## src/rtl/id_ex_stage_reg_pkg.sv

```systemverilog
// Shared types for the ID/EX stage register: destination-select encoding and EX control bundle.
// Latency: n/a (types and constants only).
// Backpressure: n/a.
package id_ex_stage_reg_pkg;

    // Write-destination select driven by the decoder; 2'b11 is unused and falls back to rd.
    typedef enum logic [1:0] {
        DEST_RD  = 2'b00,
        DEST_RT  = 2'b01,
        DEST_TWO = 2'b10,
        DEST_RSV = 2'b11
    } dest_sel_e;

    // Control bits carried into EX; a bubble is this bundle all-zero.
    typedef struct packed {
        logic       valid;
        logic       reg_write;
        logic       mem_read;
        logic       mem_to_reg;
        logic       mem_write;
        logic       pc_to_reg;
        logic       halt;
        logic       wwd;
        logic [3:0] func_code;
    } ex_ctrl_t;

    localparam ex_ctrl_t CTRL_BUBBLE = '0;

endpackage

```

## src/rtl/id_ex_stage_reg_load_use_detect.sv

```systemverilog
// Load-use hazard compare: a load in EX whose destination is read by the instruction in ID.
// Latency: combinational.
// Backpressure: produces the hazard term the stage register turns into a stall plus one bubble.
module load_use_detect #(
    parameter int REG_AW = 2
) (
    input  logic              ex_valid,
    input  logic              ex_mem_read,
    input  logic [REG_AW-1:0] ex_dest,
    input  logic              id_valid,
    input  logic              id_uses_rs,
    input  logic              id_uses_rt,
    input  logic [REG_AW-1:0] id_rs,
    input  logic [REG_AW-1:0] id_rt,
    output logic              hazard
);

    logic rs_match;
    logic rt_match;

    // Only source fields the instruction actually reads can create a dependency.
    assign rs_match = id_uses_rs && (id_rs == ex_dest);
    assign rt_match = id_uses_rt && (id_rt == ex_dest);
    assign hazard   = ex_valid && ex_mem_read && id_valid && (rs_match || rt_match);

endmodule

```

## src/rtl/id_ex_stage_reg.sv

```systemverilog
// ID/EX pipeline register: latches decoded control/operands, resolves dest, bubbles on load-use/flush, sticky halt.
// Latency: 1 cycle from ID inputs to ex_* outputs.
// Backpressure: stall (combinational) holds PC and IF/ID for one load-use bubble, and permanently once halted.
module id_ex_stage_reg
    import id_ex_stage_reg_pkg::*;
#(
    parameter int WORD_SIZE = 16,
    parameter int REG_AW    = 2,
    parameter int CNT_W     = 16,
    parameter int LINK_REG  = 2
) (
    input  logic                 clk,
    input  logic                 reset_n,
    input  logic                 id_valid,
    input  logic                 id_reg_write,
    input  logic                 id_mem_read,
    input  logic                 id_mem_to_reg,
    input  logic                 id_mem_write,
    input  logic                 id_pc_to_reg,
    input  logic                 id_halt,
    input  logic                 id_wwd,
    input  logic [1:0]           id_reg_write_dest,
    input  logic [3:0]           id_func_code,
    input  logic                 id_uses_rs,
    input  logic                 id_uses_rt,
    input  logic [REG_AW-1:0]    id_rs,
    input  logic [REG_AW-1:0]    id_rt,
    input  logic [REG_AW-1:0]    id_rd,
    input  logic [WORD_SIZE-1:0] id_rs_data,
    input  logic [WORD_SIZE-1:0] id_rt_data,
    input  logic [WORD_SIZE-1:0] id_imm,
    input  logic [WORD_SIZE-1:0] id_pc,
    input  logic                 flush,
    output logic                 stall,
    output logic                 ex_valid,
    output logic                 ex_reg_write,
    output logic                 ex_mem_read,
    output logic                 ex_mem_to_reg,
    output logic                 ex_mem_write,
    output logic                 ex_pc_to_reg,
    output logic                 ex_halt,
    output logic                 ex_wwd,
    output logic [3:0]           ex_func_code,
    output logic [REG_AW-1:0]    ex_dest,
    output logic [REG_AW-1:0]    ex_rs,
    output logic [REG_AW-1:0]    ex_rt,
    output logic [WORD_SIZE-1:0] ex_rs_data,
    output logic [WORD_SIZE-1:0] ex_rt_data,
    output logic [WORD_SIZE-1:0] ex_imm,
    output logic [WORD_SIZE-1:0] ex_pc,
    output logic                 halted,
    output logic [CNT_W-1:0]     num_inst
);

    ex_ctrl_t            ctrl_q;
    ex_ctrl_t            ctrl_d;
    logic [REG_AW-1:0]   dest_d;
    logic [REG_AW-1:0]   dest_q;
    logic                hazard;
    logic                issue;
    logic                halted_q;
    logic [CNT_W-1:0]    cnt_q;

    load_use_detect #(
        .REG_AW (REG_AW)
    ) u_load_use_detect (
        .ex_valid    (ctrl_q.valid),
        .ex_mem_read (ctrl_q.mem_read),
        .ex_dest     (dest_q),
        .id_valid    (id_valid),
        .id_uses_rs  (id_uses_rs),
        .id_uses_rt  (id_uses_rt),
        .id_rs       (id_rs),
        .id_rt       (id_rt),
        .hazard      (hazard)
    );

    // Flush kills ID outright, so it wins over the hazard and must not hold the front end.
    assign issue = id_valid && !flush && !hazard && !halted_q;
    assign stall = halted_q || (hazard && !flush);

    // Destination resolve; the reserved encoding behaves like rd.
    always_comb begin
        dest_d = id_rd;
        case (dest_sel_e'(id_reg_write_dest))
            DEST_RT:  dest_d = id_rt;
            DEST_TWO: dest_d = REG_AW'(LINK_REG);
            default:  dest_d = id_rd;
        endcase
    end

    // Next control bundle: a real instruction on issue, otherwise an all-zero bubble.
    always_comb begin
        ctrl_d = CTRL_BUBBLE;
        if (issue) begin
            ctrl_d.valid      = 1'b1;
            ctrl_d.reg_write  = id_reg_write;
            ctrl_d.mem_read   = id_mem_read;
            ctrl_d.mem_to_reg = id_mem_to_reg;
            ctrl_d.mem_write  = id_mem_write;
            ctrl_d.pc_to_reg  = id_pc_to_reg;
            ctrl_d.halt       = id_halt;
            ctrl_d.wwd        = id_wwd;
            ctrl_d.func_code  = id_func_code;
        end
    end

    // Control register: loaded every cycle, bubbles included.
    always_ff @(posedge clk or negedge reset_n) begin
        if (!reset_n) begin
            ctrl_q <= CTRL_BUBBLE;
        end else begin
            ctrl_q <= ctrl_d;
        end
    end

    // Register fields and operands only move on issue; during bubbles they keep their last value.
    always_ff @(posedge clk or negedge reset_n) begin
        if (!reset_n) begin
            dest_q     <= '0;
            ex_rs      <= '0;
            ex_rt      <= '0;
            ex_rs_data <= '0;
            ex_rt_data <= '0;
            ex_imm     <= '0;
            ex_pc      <= '0;
        end else if (issue) begin
            dest_q     <= dest_d;
            ex_rs      <= id_rs;
            ex_rt      <= id_rt;
            ex_rs_data <= id_rs_data;
            ex_rt_data <= id_rt_data;
            ex_imm     <= id_imm;
            ex_pc      <= id_pc;
        end
    end

    // Sticky halt and issued-instruction counter; both advance only on a real issue.
    always_ff @(posedge clk or negedge reset_n) begin
        if (!reset_n) begin
            halted_q <= 1'b0;
            cnt_q    <= '0;
        end else if (issue) begin
            cnt_q <= cnt_q + CNT_W'(1);
            if (id_halt) begin
                halted_q <= 1'b1;
            end
        end
    end

    assign ex_valid      = ctrl_q.valid;
    assign ex_reg_write  = ctrl_q.reg_write;
    assign ex_mem_read   = ctrl_q.mem_read;
    assign ex_mem_to_reg = ctrl_q.mem_to_reg;
    assign ex_mem_write  = ctrl_q.mem_write;
    assign ex_pc_to_reg  = ctrl_q.pc_to_reg;
    assign ex_halt       = ctrl_q.halt;
    assign ex_wwd        = ctrl_q.wwd;
    assign ex_func_code  = ctrl_q.func_code;
    assign ex_dest       = dest_q;
    assign halted        = halted_q;
    assign num_inst      = cnt_q;

endmodule

```

## config.mk

```make
export PLATFORM = sky130hd
export DESIGN_NAME = id_ex_stage_reg
export DESIGN_NICKNAME = d
export VERILOG_FILES = /design/src/rtl/id_ex_stage_reg_pkg.sv /design/src/rtl/id_ex_stage_reg_load_use_detect.sv /design/src/rtl/id_ex_stage_reg.sv
export SDC_FILE = /design/constraint.sdc
export NUM_CORES = 1
export LEC_CHECK = 0
export ABC_AREA = 1
export BUFFER_PORTS_ARGS = -buffer_cell sky130_fd_sc_hd__buf_2
export CAP_MARGIN = 20
export CORE_UTILIZATION = 40
export CTS_CLUSTER_SIZE = 30
export DETAILED_ROUTE_END_ITERATION = 10
export PLACE_DENSITY = 0.69
export RECOVER_POWER = 25
export SYNTH_ARGS = -nofsm -noshare
export SYNTH_HDL_FRONTEND = slang
export SYNTH_SLANG_ARGS = --single-unit
```

## constraint.sdc

```tcl
create_clock -name clk -period 1.45 [get_ports clk]
set_input_delay 0.145 -clock clk [delete_from_list [all_inputs] [get_ports clk]]
set_output_delay 0.145 -clock clk [all_outputs]
set_load 0.03 [all_outputs]
```

**After elaboration in Yosys (flattened, before gate mapping)**

Cells that the tools add are included.

- Register bits after elaboration: 99
- Input bits: 89
- Output and inout port bits: 100
- Word-level logic and storage cells: 40

- $add $sub $neg: 1
- Eq/ne operators: 4
- Multiplexer cells: 2
- Reductions and logical operators: 15

Operator list:

| operator | count |
|---|---|
| $add A16 B1 Y16 const B | 1 |
| $mux W12 | 1 |
| $logic_and A1 B1 Y1 | 9 |
| $eq A2 B2 Y1 | 2 |
| $pmux W2 S2 | 1 |
| $logic_not A1 Y1 | 3 |
| $eq A2 B1 Y1 const B | 1 |
| $eq A2 B2 Y1 const B | 1 |
| $logic_or A1 B1 Y1 | 2 |
| $reduce_and A2 Y1 | 1 |

**Depth between registers and ports, before layout**

Gate-level depths: netlist of the first run.

- Depth in word-level cells: 8
- Gate-level depth with buffers: 11
- Mapped depth without buffers: 9

**Cells and area by module**

Synthesis of the first run repeated with hierarchy kept, for this count alone.

- Cells, all modules: 486
- Area total of the unflattened synthesis: 4092.7 µm²

By module, submodules not included:

| module | instances | cells each | area each (µm²) | seq. area each (µm²) |
|---|---|---|---|---|
| id_ex_stage_reg | 1 | 466 | 4002.6 | 2477.4 |
| load_use_detect | 1 | 20 | 90.1 | 0.0 |

**Worst setup path after synthesis of the first run**

OpenSTA, ideal clock, no wires.

- Path type: register to output
- From: reg dest_q[1], in the netlist ex_dest[1]
- To: out stall
- Data arrival time: 1.776 ns
- Required time: 1.305 ns
- Setup slack: -0.471 ns
- Stages on the path, launching flop included: 8
- Buffers on the path: 1
- Cell sequence: dfrtp_1 nand2_1 nand2_1 nand3_1 nand2_1 nand2_2 buf_4 o21ai_0

- Longest elaborated chain between the ends: 6
- Elaborated cells on any way between the ends: 8
- Classes of those cells: 2 x eq/ne; 6 x reduce/logical

Ends and longest elaborated chain:

| what | RTL line | source |
|---|---|---|
| from (decl) | id_ex_stage_reg.sv:58 | `logic [REG_AW-1:0] dest_q;` |
| from (signal assigned) | id_ex_stage_reg.sv:128 | `dest_q <= dest_d;` |
| $eq A2 B2 Y1 (on tied branches) | id_ex_stage_reg_load_use_detect.sv:22, id_ex_stage_reg_load_use_detect.sv:23 |  |
| $logic_and A1 B1 Y1 (on tied branches) | id_ex_stage_reg_load_use_detect.sv:22, id_ex_stage_reg_load_use_detect.sv:23 |  |
| $logic_or A1 B1 Y1 * | id_ex_stage_reg_load_use_detect.sv:24 | `assign hazard = ex_valid && ex_mem_read && id_valid && (rs_match \|\| rt_match);` |
| $logic_and A1 B1 Y1 * | id_ex_stage_reg_load_use_detect.sv:24 |  |
| $logic_and A1 B1 Y1 * | id_ex_stage_reg.sv:80 | `assign stall = halted_q \|\| (hazard && !flush);` |
| $logic_or A1 B1 Y1 * | id_ex_stage_reg.sv:80 |  |
| to (decl) | id_ex_stage_reg.sv:34 | `output logic stall,` |

Every way passes the cells marked *; elsewhere a longest branch is shown, timed or not.

**Worst setup path in the final report of the first run**

- From: reg dest_q[0], in the netlist ex_dest[0]
- To: out stall

The elaborated chain is that of the path after synthesis.

==> results_dict.tcl, run 1 <==
set metrics [dict create \
    status "finished with violations" \
    violations "negative setup slack" \
    cap_violations 0 \
    grt_max_degree 47 \
    drc 0 \
    maxSlewViolCount 0 \
    synth_cell_types 18 \
    p_leak_nw 3.98 \
    ir_drop_mv 0.694 \
    final_nets 887 \
    worstMarginPinSlew_ns 0.619 \
    postRouteAntennaNets 0 \
    rows 37 \
    cts_made_buffers 9 \
    slew-limit-headroom 0.587 \
    arrival_ns 1.54 \
    layout-drive-gt1-share 0.309 \
    worstSetupEndpointType "output pin" \
    p_per_area_nw_per_um2 812 \
    synth-seq-area-share 0.569 \
    synth_area_leader_cell "dfrtp_1" \
    rrSetupSlack_ns -0.17 \
    reg2regPathDepth 12 \
    hold-path-endpoint "ex_imm[0]" \
    post-place-ws_ns -0.0776 \
    start_kind "register" \
    overflow 0 \
    coreArea_um2 10500 \
    synthTopCellsByCount "nand2_1 (219), dfrtp_1 (99), nand3_1 (97)" \
    wl_per_cell_um 14.7 \
    start_util 0.416 \
    min_from "id_imm[0]" \
    finalSetupViolCount 100 \
    clockRootBuffer "clkbuf_8" \
    cts_tree "built" \
    hold_path.class "in2reg" \
    die_w_um 106 \
    syn_nets 619 \
    synthTopCellsByArea "dfrtp_1 (57%), nand2_1 (19%), nand3_1 (11%)" \
    rsz0062_at_grt "true" \
    synth_top_area_frac 0.569 \
    num_vias 4539 \
    diodes 0 \
    die-area_um2 11300 \
    postSynthCellCount 527 \
    ios 189 \
    skew_ns 0.0113 \
    layoutNonFillerInstCount 936 \
    syn2layout_area_growth_pct 56.2 \
    area.sequential_um2 2480 \
    period_needed_ns 1.68 \
    syn_area_per_cell_um2 8.26 \
    clock_latency_ns 0.38 \
    synth.most_common_cell "nand2_1" \
    synthArstFlopShare 1.00 \
    numPortBuffers 188 \
    gp_congestion 0.787 \
    synth_edf_count 0 \
    min_path_cells 3 \
    grt.total_usage 0.247 \
    grt_antenna_before_repair 0 \
    ys_ff_latch 99 \
    critPathKind "reg2out" \
    layout_setup_ws_ns -0.232 \
    cts-htree-levels 3 \
    cts.sinks 99 \
    max_freq_ghz 0.595 \
    first_pass_iters 4 \
    multi_input_area_um2 1650 \
    syn-cell-area_um2 4360 \
    wl_mm 13.8 \
    worstPathMaxFanout 4 \
    drt_iter0_markers 306 \
    die_y_um 106 \
    r2r_start "ex_dest[0]" \
    hold_viol 0 \
    dp.cells 836 \
    clk_pin_slew_ns 0.10 \
    routed_via_density 4.85 \
    worst_ep_required_time_ns 1.31 \
    ys.warnings.count 0 \
    fin_crit_sh 1.16 \
    dpl.hpwl_mm 7.92 \
    grt_pass1_wl_mm 21.7 \
    grt_pass1_vias 4572 \
    synthFlopType "dfrtp_1" \
    clock_path_buffers 2 \
    fill_cells 824 \
    reg2reg_to "ex_rs_data[13]" \
]
## per-stage QoR
step	cell area (um2)	power (mW)	hold WS, ns	TNS, ns	util
2_1_floorplan	4370	3.17	-0.151	-0.0354	-
3_3_place_gp	5520	3.46	0.0759	-0.0575	0.527
3_5_place_dp	5520	3.47	0.0745	-2.28	0.527
4_1_cts	6700	5.56	0.000996	-16.45	0.640
5_1_grt	6800	5.72	0.00117	-22.65	0.650
6_report	6800	5.52	0.00692	-11.82	0.650
## area by class of cell
type	count	area share
sequential	99	0.365
multi-input combinational	370	0.243
clock buffer	11	0.0223
tap	136	0.0250
clock inverter	5	0.0101
timing repair buffer	284	0.317
inverter	31	0.0171
## worst max-delay path, stage by stage (launching register included)
cell and delay [ns]:
dfrtp_2 0.44, inv_2 0.07, nor2_1 0.04, nor2_1 0.10, nand3_1 0.10, nand2_2 0.09, nand2_4 0.06, o21ai_2 0.12
buf_6 0.14
## what timing repair did
item | 4_1_cts | 5_1_grt
pin swaps | 2 | 4
endpoints found under the setup margin | 98 | 100
endpoints found under the hold margin | 124 | 0
gates resized for setup | 15 | 4
cloned | 6 | 3
setup buffers | 4 | 6
hold buffers | 66 | 0
## cell usage in the layout (no fill, tap or decap), types with 6 or more instances in the layout
| cell | count |
|---|---|
| nand2_1 | 218 |
| clkbuf_8 | 11 |
| nor2_1 | 28 |
| buf_4 | 8 |
| dlygate4sd3_1 | 66 |
| inv_1 | 29 |
| dfrtp_1 | 95 |
| buf_12 | 11 |
| nand4_1 | 6 |
| nand3_1 | 97 |
| buf_2 | 186 |
## worst max-delay path by stage
stage / startpoint / slack [ns] / cells past startpoint / end
after floorplan: ex_dest[0] / -0.04 / 8 / stall
after global placement: ex_dest[1] / -0.01 / 8 / halted
after detailed placement: ex_dest[1] / -0.08 / 8 / ex_pc[14]
after CTS: ex_dest[0] / -0.24 / 8 / stall
after global routing: ex_dest[0] / -0.32 / 8 / stall
final: ex_dest[0] / -0.23 / 8 / stall
## metal layers
metal	GRT usage	share of wire	up-vias
met2	0.429	0.51	159
met1	0.287	0.41	2148
met5	0	0	-
li1	-	-	2199
met3	0.0472	0.049	33
met4	0.137	0.031	0
## power by group
part / internal, mW / leakage [nW] / switching [mW]
combinational: 0.300 / 2.54 / 0.379
sequential: 2.83 / 1.34 / 0.0416
clock: 0.920 / 0.110 / 1.05
total: 4.05 / 3.98 / 1.47
## cell families (layout without fill, tap and decap cells)
group                      after synthesis  after routing  synth area share
xor gates and xnor gates                 7              7            0.0141
AOI/OAI and AO/OA                        5              5           0.00574
DFF                                     99             99             0.569
buffers and inverters                   59            331            0.0623
and+or+nand+nor                        354            355             0.340
adders and majority gates                3              3           0.00862
No activity file was read; power rests on OpenSTA's default activity.
==> run 2: changes to the inputs <==
--- a/config.mk
+++ b/config.mk
@@ -5,13 +5,13 @@
 export SDC_FILE = /design/constraint.sdc
 export NUM_CORES = 1
 export LEC_CHECK = 0
-export ABC_AREA = 1
 export BUFFER_PORTS_ARGS = -buffer_cell sky130_fd_sc_hd__buf_2
 export CAP_MARGIN = 20
 export CORE_UTILIZATION = 40
 export CTS_CLUSTER_SIZE = 30
 export DETAILED_ROUTE_END_ITERATION = 10
-export PLACE_DENSITY = 0.69
+export MAX_ROUTING_LAYER = met4
+export PLACE_DENSITY = 0.71
 export RECOVER_POWER = 25
 export SYNTH_ARGS = -nofsm -noshare
 export SYNTH_HDL_FRONTEND = slang
==> constraint.sdc (replaced) <==
create_clock -name clk -period 2.1 [get_ports clk]
set_input_delay 0.21 -clock clk [delete_from_list [all_inputs] [get_ports clk]]
set_output_delay 0.21 -clock clk [all_outputs]
set_load 0.03 [all_outputs]
==> run 2 against run 1 <==
Net effect: the flow now finishes without violations; first-iteration DRC count down 71%; sequential power about the same; non-clock buffer count down 90; final cell count down 22%; wire length down 32%; critical path type unchanged; critical endpoint unchanged; highest routed layer unchanged.
==> results_dict.tcl, run 2 <==
set metrics [dict create \
    status "complete, no violations" \
    clk_pin_slew_ns 0.10 \
    diodes 0 \
    routed_via_density 4.59 \
    synth_edf_count 0 \
    reg2reg_to "ex_rt_data[1]" \
    num_vias 3338 \
    synth.most_common_cell "nand2_1" \
    critPathKind "reg2out" \
    critPathTopFamily "flip-flops" \
    p_per_area_nw_per_um2 1310 \
    grt_max_degree 78 \
    syn_area_per_cell_um2 9.68 \
    arrival_ns 1.73 \
    dpl.hpwl_mm 6.78 \
    clock_latency_ns 0.35 \
    r2r_start "ex_dest[0]" \
    synthFlopType "dfrtp_1" \
    crit_chain "xnor2_1 > nand4_1 > and2_4 > o21bai_1 > clkbuf_4" \
    layout-drive-gt1-share 0.342 \
    die_w_um 101 \
    synthTopCellsByCount "nand2_1 (214), dfrtp_1 (99), xnor2_1 (17)" \
    synthArstFlopShare 1.00 \
    synth_cell_types 23 \
    cts_made_buffers 9 \
    hold_path.class "in2reg" \
    numPortBuffers 188 \
    setup_total_negative_slack_ns 0 \
    overflow 0 \
    crit_end "stall" \
    grt_pass1_wl_mm 15.3 \
    final_common_cell "nand2_1" \
    clockRootBuffer "clkbuf_8" \
    slew-limit-headroom 0.400 \
    cts.sinks 99 \
    syn2layout_area_growth_pct 30.4 \
    die-area_um2 10200 \
    coreArea_um2 9370 \
    layout_setup_ws_ns 0.160 \
    synth_top_area_frac 0.631 \
    synth_area_leader_cell "dfrtp_1" \
    start_util 0.419 \
    first_pass_iters 4 \
    final_nets 686 \
    max_freq_ghz 0.515 \
    drc 0 \
    finalSetupViolCount 0 \
    ir_drop_mv 0.593 \
    syn-cell-area_um2 3930 \
    drt_iter0_markers 90 \
    worstPathMaxFanout 5 \
    path_depth 5 \
    worst_ep_required_time_ns 1.89 \
    max_stage_delay_ns 0.43 \
    final_cell_mix "nand2_1 (214), buf_2 (181), dfrtp_1 (99)" \
    synth-seq-area-share 0.631 \
    start_kind "register" \
    maxSlewViolCount 0 \
    cts-htree-levels 3 \
    critPathSlowestCell "dfrtp_1" \
    post-place-ws_ns 0.199 \
    grt_antenna_before_repair 0 \
    cts_tree "built" \
    fin_crit_sh 0.924 \
    cap_violations 0 \
    syn_nets 498 \
    ios 189 \
    hold_viol 0 \
    wl_per_cell_um 13.0 \
    worstMarginPinSlew_ns 0.900 \
    ys.warnings.count 0 \
    postSynthCellCount 406 \
    gp_congestion 0.804 \
    rsz0062_at_grt "false" \
    cp-startpoint "ex_dest[1]" \
    clock_path_buffers 2 \
    ys_ff_latch 99 \
    synthTopCellsByArea "dfrtp_1 (63%), nand2_1 (20%), xnor2_1 (3.8%)" \
    p_leak_nw 2.92 \
    grt_pass1_vias 3283 \
    wl_mm 9.43 \
    postRouteAntennaNets 0 \
    skew_ns 0.0127 \
    critical_path_buf_inv_count 1 \
    power.total_mw 6.69 \
    rrSetupSlack_ns 0.22 \
    worstSetupEndpointType "output pin" \
    rows 35 \
    grt.total_usage 0.198 \
    reg2regPathDepth 7 \
    die_y_um 101 \
    period_needed_ns 1.94 \
]
## run 2: worst min-delay path by stage
stage	startpoint	cells after the start	to	slack (ns)
after floorplan	reset_n	0	ex_dest[0]	-0.09
after global placement	reset_n	1	num_inst[11]	0.1
after detailed placement	reset_n	1	num_inst[11]	0.1
after CTS	id_pc[14]	3	ex_pc[14]	0.02
after global routing	id_pc[9]	3	ex_pc[9]	0.02
final	id_rt_data[7]	3	ex_rt_data[7]	0.04
## run 2: cell type report
class                      count  area, um2
clock inverter                 6       41.3
sequential                    99       2480
fill                         877       4250
timing repair buffer         194        996
multi-input combinational    286       1300
tap                          129        161
clock buffer                  10        128
inverter                       4       17.5
## run 2: repair_timing
action                                  CTS  global route
setup buffers                             0             1
resized for setup                         1             1
endpoints found under the setup margin    1             1
hold endpoints to repair                 16             0
hold buffers                              1             0
pin swaps                                 0             3
## run 2: logic make-up after synthesis
group                      after synthesis  share of synthesized area
DFF                                     99                      0.631
AOI/OAI and AO/OA                        6                    0.00828
adders and majority gates                3                    0.00956
and+or+nand+nor                        258                      0.270
buffers and inverters                   21                     0.0389
xor gates and xnor gates                19                     0.0424
## run 2: through the flow
step | util | hold WS, ns | instance area, um2 | instances
final | 0.546 | 0.0375 | 5120 | 728
after global routing | 0.546 | 0.0232 | 5120 | 728
after CTS | 0.548 | 0.0184 | 5130 | 727
after detailed placement | 0.529 | 0.0977 | 4950 | 710
after global placement | 0.529 | 0.0956 | 4950 | 710
after floorplan | - | -0.0856 | 3930 | 406
## run 2: worst min-delay path, stage by stage
cell and delay [ns]:
buf_2 0.07, nand2_1 0.04, nand2_1 0.04
## run 2: per-layer routing
| layer | wire (um) | part of all wire | track usage |
|---|---|---|---|
| met1 | 4160 | 0.44 | 0.261 |
| met2 | 4560 | 0.48 | 0.308 |
| met3 | 608 | 0.064 | 0.0361 |
| met4 | 104 | 0.011 | 0.0669 |
| met5 | 0 | 0 | - |
## run 2: power by group
part	total (mW)	leakage, nW	internal [mW]	switching [mW]
clock network	1.08	0.0787	0.432	0.646
logic	2.73	1.59	0.770	1.96
registers	2.89	1.25	2.51	0.374
total	6.69	2.92	3.71	2.98
==> run 3: changes to the inputs <==
--- a/config.mk
+++ b/config.mk
@@ -5,13 +5,14 @@
 export SDC_FILE = /design/constraint.sdc
 export NUM_CORES = 1
 export LEC_CHECK = 0
+export ABC_AREA = 1
 export BUFFER_PORTS_ARGS = -buffer_cell sky130_fd_sc_hd__buf_2
 export CAP_MARGIN = 20
 export CORE_UTILIZATION = 40
 export CTS_CLUSTER_SIZE = 30
 export DETAILED_ROUTE_END_ITERATION = 10
 export MAX_ROUTING_LAYER = met4
-export PLACE_DENSITY = 0.71
+export PLACE_DENSITY = 0.69
 export RECOVER_POWER = 25
 export SYNTH_ARGS = -nofsm -noshare
 export SYNTH_HDL_FRONTEND = slang
==> run 3 against run 2 <==
Net effect: cell area rose by 9.0%; count of clock-buffer cells in the layout did not move; combinational power fell by 87%; global-route usage rose by 1.2 points; critical path depth rose by 3; sequential cell count did not move; worst setup slack improved by 0.098 ns; critical endpoint unchanged; largest cell class unchanged; highest routed layer unchanged.
==> results_dict.tcl, run 3 (same netlist as run 1, synthesis figures left out) <==
set metrics [dict create \
    die-area_um2 11300 \
    final_cell_mix "nand2_1 (219), buf_2 (186), dfrtp_1 (99)" \
    clock_latency_ns 0.36 \
    min_path_cells 3 \
    setup_total_negative_slack_ns 0 \
    skew_ns 0.0102 \
    grt.total_usage 0.210 \
    rrSetupSlack_ns 0.50 \
    post-cts-setup-buffer-count 0 \
    grt_max_degree 98 \
    p_sw_frac 0.269 \
    rsz0062_at_grt "false" \
    reg2regPathDepth 10 \
    dpl.hpwl_mm 7.77 \
    maxSlewViolCount 0 \
    clockRootBuffer "clkbuf_8" \
    wl_mm 11.1 \
    drt_iter0_markers 312 \
    layout-drive-gt1-share 0.301 \
    final_common_cell "nand2_1" \
    die_y_um 106 \
    diodes 0 \
    fill_cells 1022 \
    grt_pass1_wl_mm 18.4 \
    overflow 0 \
    finalSetupViolCount 0 \
    clock_path_buffers 2 \
    ir_drop_mv 0.342 \
    p_switching_uw 924 \
    cts-htree-levels 3 \
    drc 0 \
    area.sequential_um2 2480 \
    period_needed_ns 1.84 \
    max_freq_ghz 0.543 \
    first_pass_iters 4 \
    die_w_um 106 \
    design_area_um2 5580 \
    start_util 0.416 \
    ios 189 \
    worst_ep_required_time_ns 1.89 \
    hold-path-endpoint "ex_pc_to_reg" \
    syn2layout_area_growth_pct 28.2 \
    p_per_area_nw_per_um2 616 \
    multi_input_area_um2 1610 \
    postPlaceCellArea_um2 5410 \
    worstPathMaxFanout 5 \
    pwr-share-comb 0.105 \
    wl_per_cell_um 13.1 \
    arrival_ns 1.63 \
    r2r_start "ex_dest[0]" \
    worstMarginPinSlew_ns 1.10 \
    final_nets 800 \
    hold_path.class "in2reg" \
    p_leak_nw 3.40 \
    seqPwrFrac 0.577 \
    routed_via_density 4.78 \
    slew-limit-headroom 0.265 \
    cts.sinks 99 \
    critPathKind "reg2out" \
    num_vias 4053 \
    rows 37 \
    clk_pin_slew_ns 0.10 \
    intPower_mw 2.51 \
    hold_viol 0 \
    min_from "id_pc_to_reg" \
    postRouteAntennaNets 0 \
    gp_congestion 0.782 \
    fin_crit_sh 0.877 \
    coreArea_um2 10500 \
    reg2reg_to "num_inst[1]" \
    worstSetupEndpointType "output pin" \
    grt_pass1_vias 4070 \
    cts_made_buffers 9 \
    cts_tree "built" \
    start_kind "register" \
    numPortBuffers 188 \
    grt_antenna_before_repair 0 \
    cap_violations 0 \
    clkPwrFrac 0.318 \
    status "complete, no violations" \
]
[run 3: cell count changes in the layout (fill, tap and decap cells not counted), sizes merged, moves of 2 or more]
cell and delta:
nand2 +7, a21oi -2, xor2 +3, clkbuf -5, buf +9, nor2 +22
xnor2 -15, inv +26, nor3 -2, nand3 +88, and2 -14, nand4 -2
o21ai +2
[run 3: final cells by class]
type | count | area share
repair buffers | 198 | 0.186
well taps | 136 | 0.0305
flip-flops and latches | 99 | 0.444
clock inverters | 5 | 0.00740
inverters | 31 | 0.0208
clock buffers | 10 | 0.0229
multi-input cells | 369 | 0.289
[run 3: metrics by stage]
step | instances | worst slack (ns) | util | hold slack (ns) | total power, mW
5_1_grt | 848 | 0.0224 | 0.534 | 0.0279 | 3.59
3_5_place_dp | 832 | 0.505 | 0.517 | 0.247 | 2.39
6_report | 848 | 0.257 | 0.534 | 0.0383 | 3.44
2_1_floorplan | 527 | 0.114 | - | -0.0856 | 2.19
3_3_place_gp | 832 | 0.562 | 0.517 | 0.233 | 2.38
4_1_cts | 848 | 0.208 | 0.534 | 0.0213 | 3.49
[run 3: what timing repair did]
| item | CTS | global route |
|---|---|---|
| resized for setup | 0 | 1 |
| endpoints found under the hold margin | 41 | 0 |
| setup endpoints to repair | 0 | 1 |
| hold buffers | 1 | 0 |
[run 3: worst max-delay path by stage]
stage / start / endpoint / slack [ns] / cells past startpoint
floorplan: ex_dest[1] / stall / 0.11 / 7
global route: ex_dest[0] / stall / 0.02 / 8
CTS: ex_dest[0] / stall / 0.21 / 8
global placement: ex_dest[1] / num_inst[8] / 0.56 / 10
detailed placement: ex_dest[0] / ex_rt_data[12] / 0.51 / 10
finish: ex_dest[0] / stall / 0.26 / 8
[run 3: per-layer routing]
layer	vias to the layer above	part of all wire	track usage
li1	2017	-	-
met1	1883	0.43	0.252
met2	139	0.51	0.351
met3	14	0.050	0.0343
met4	0	0.016	0.0863
met5	-	0	-
[run 3: power by group through the flow]
stage               sequential, mW  combinational (mW)  clock (mW)
floorplan                     2.13              0.0588           0
global placement              2.02               0.360           0
detailed placement            2.02               0.368           0
CTS                           1.99               0.369        1.14
global route                  1.99               0.398        1.20
finish                        1.99               0.360        1.09
[run 3: worst max-delay path, cell delays in order (launching register included)]
cell,delay (ns)
dfrtp_1,0.43
inv_2,0.08
nor2_1,0.04
nor2_1,0.08
nand3_1,0.07
nand2_1,0.09
nand2_2,0.10
o21ai_0,0.17
clkbuf_4,0.22
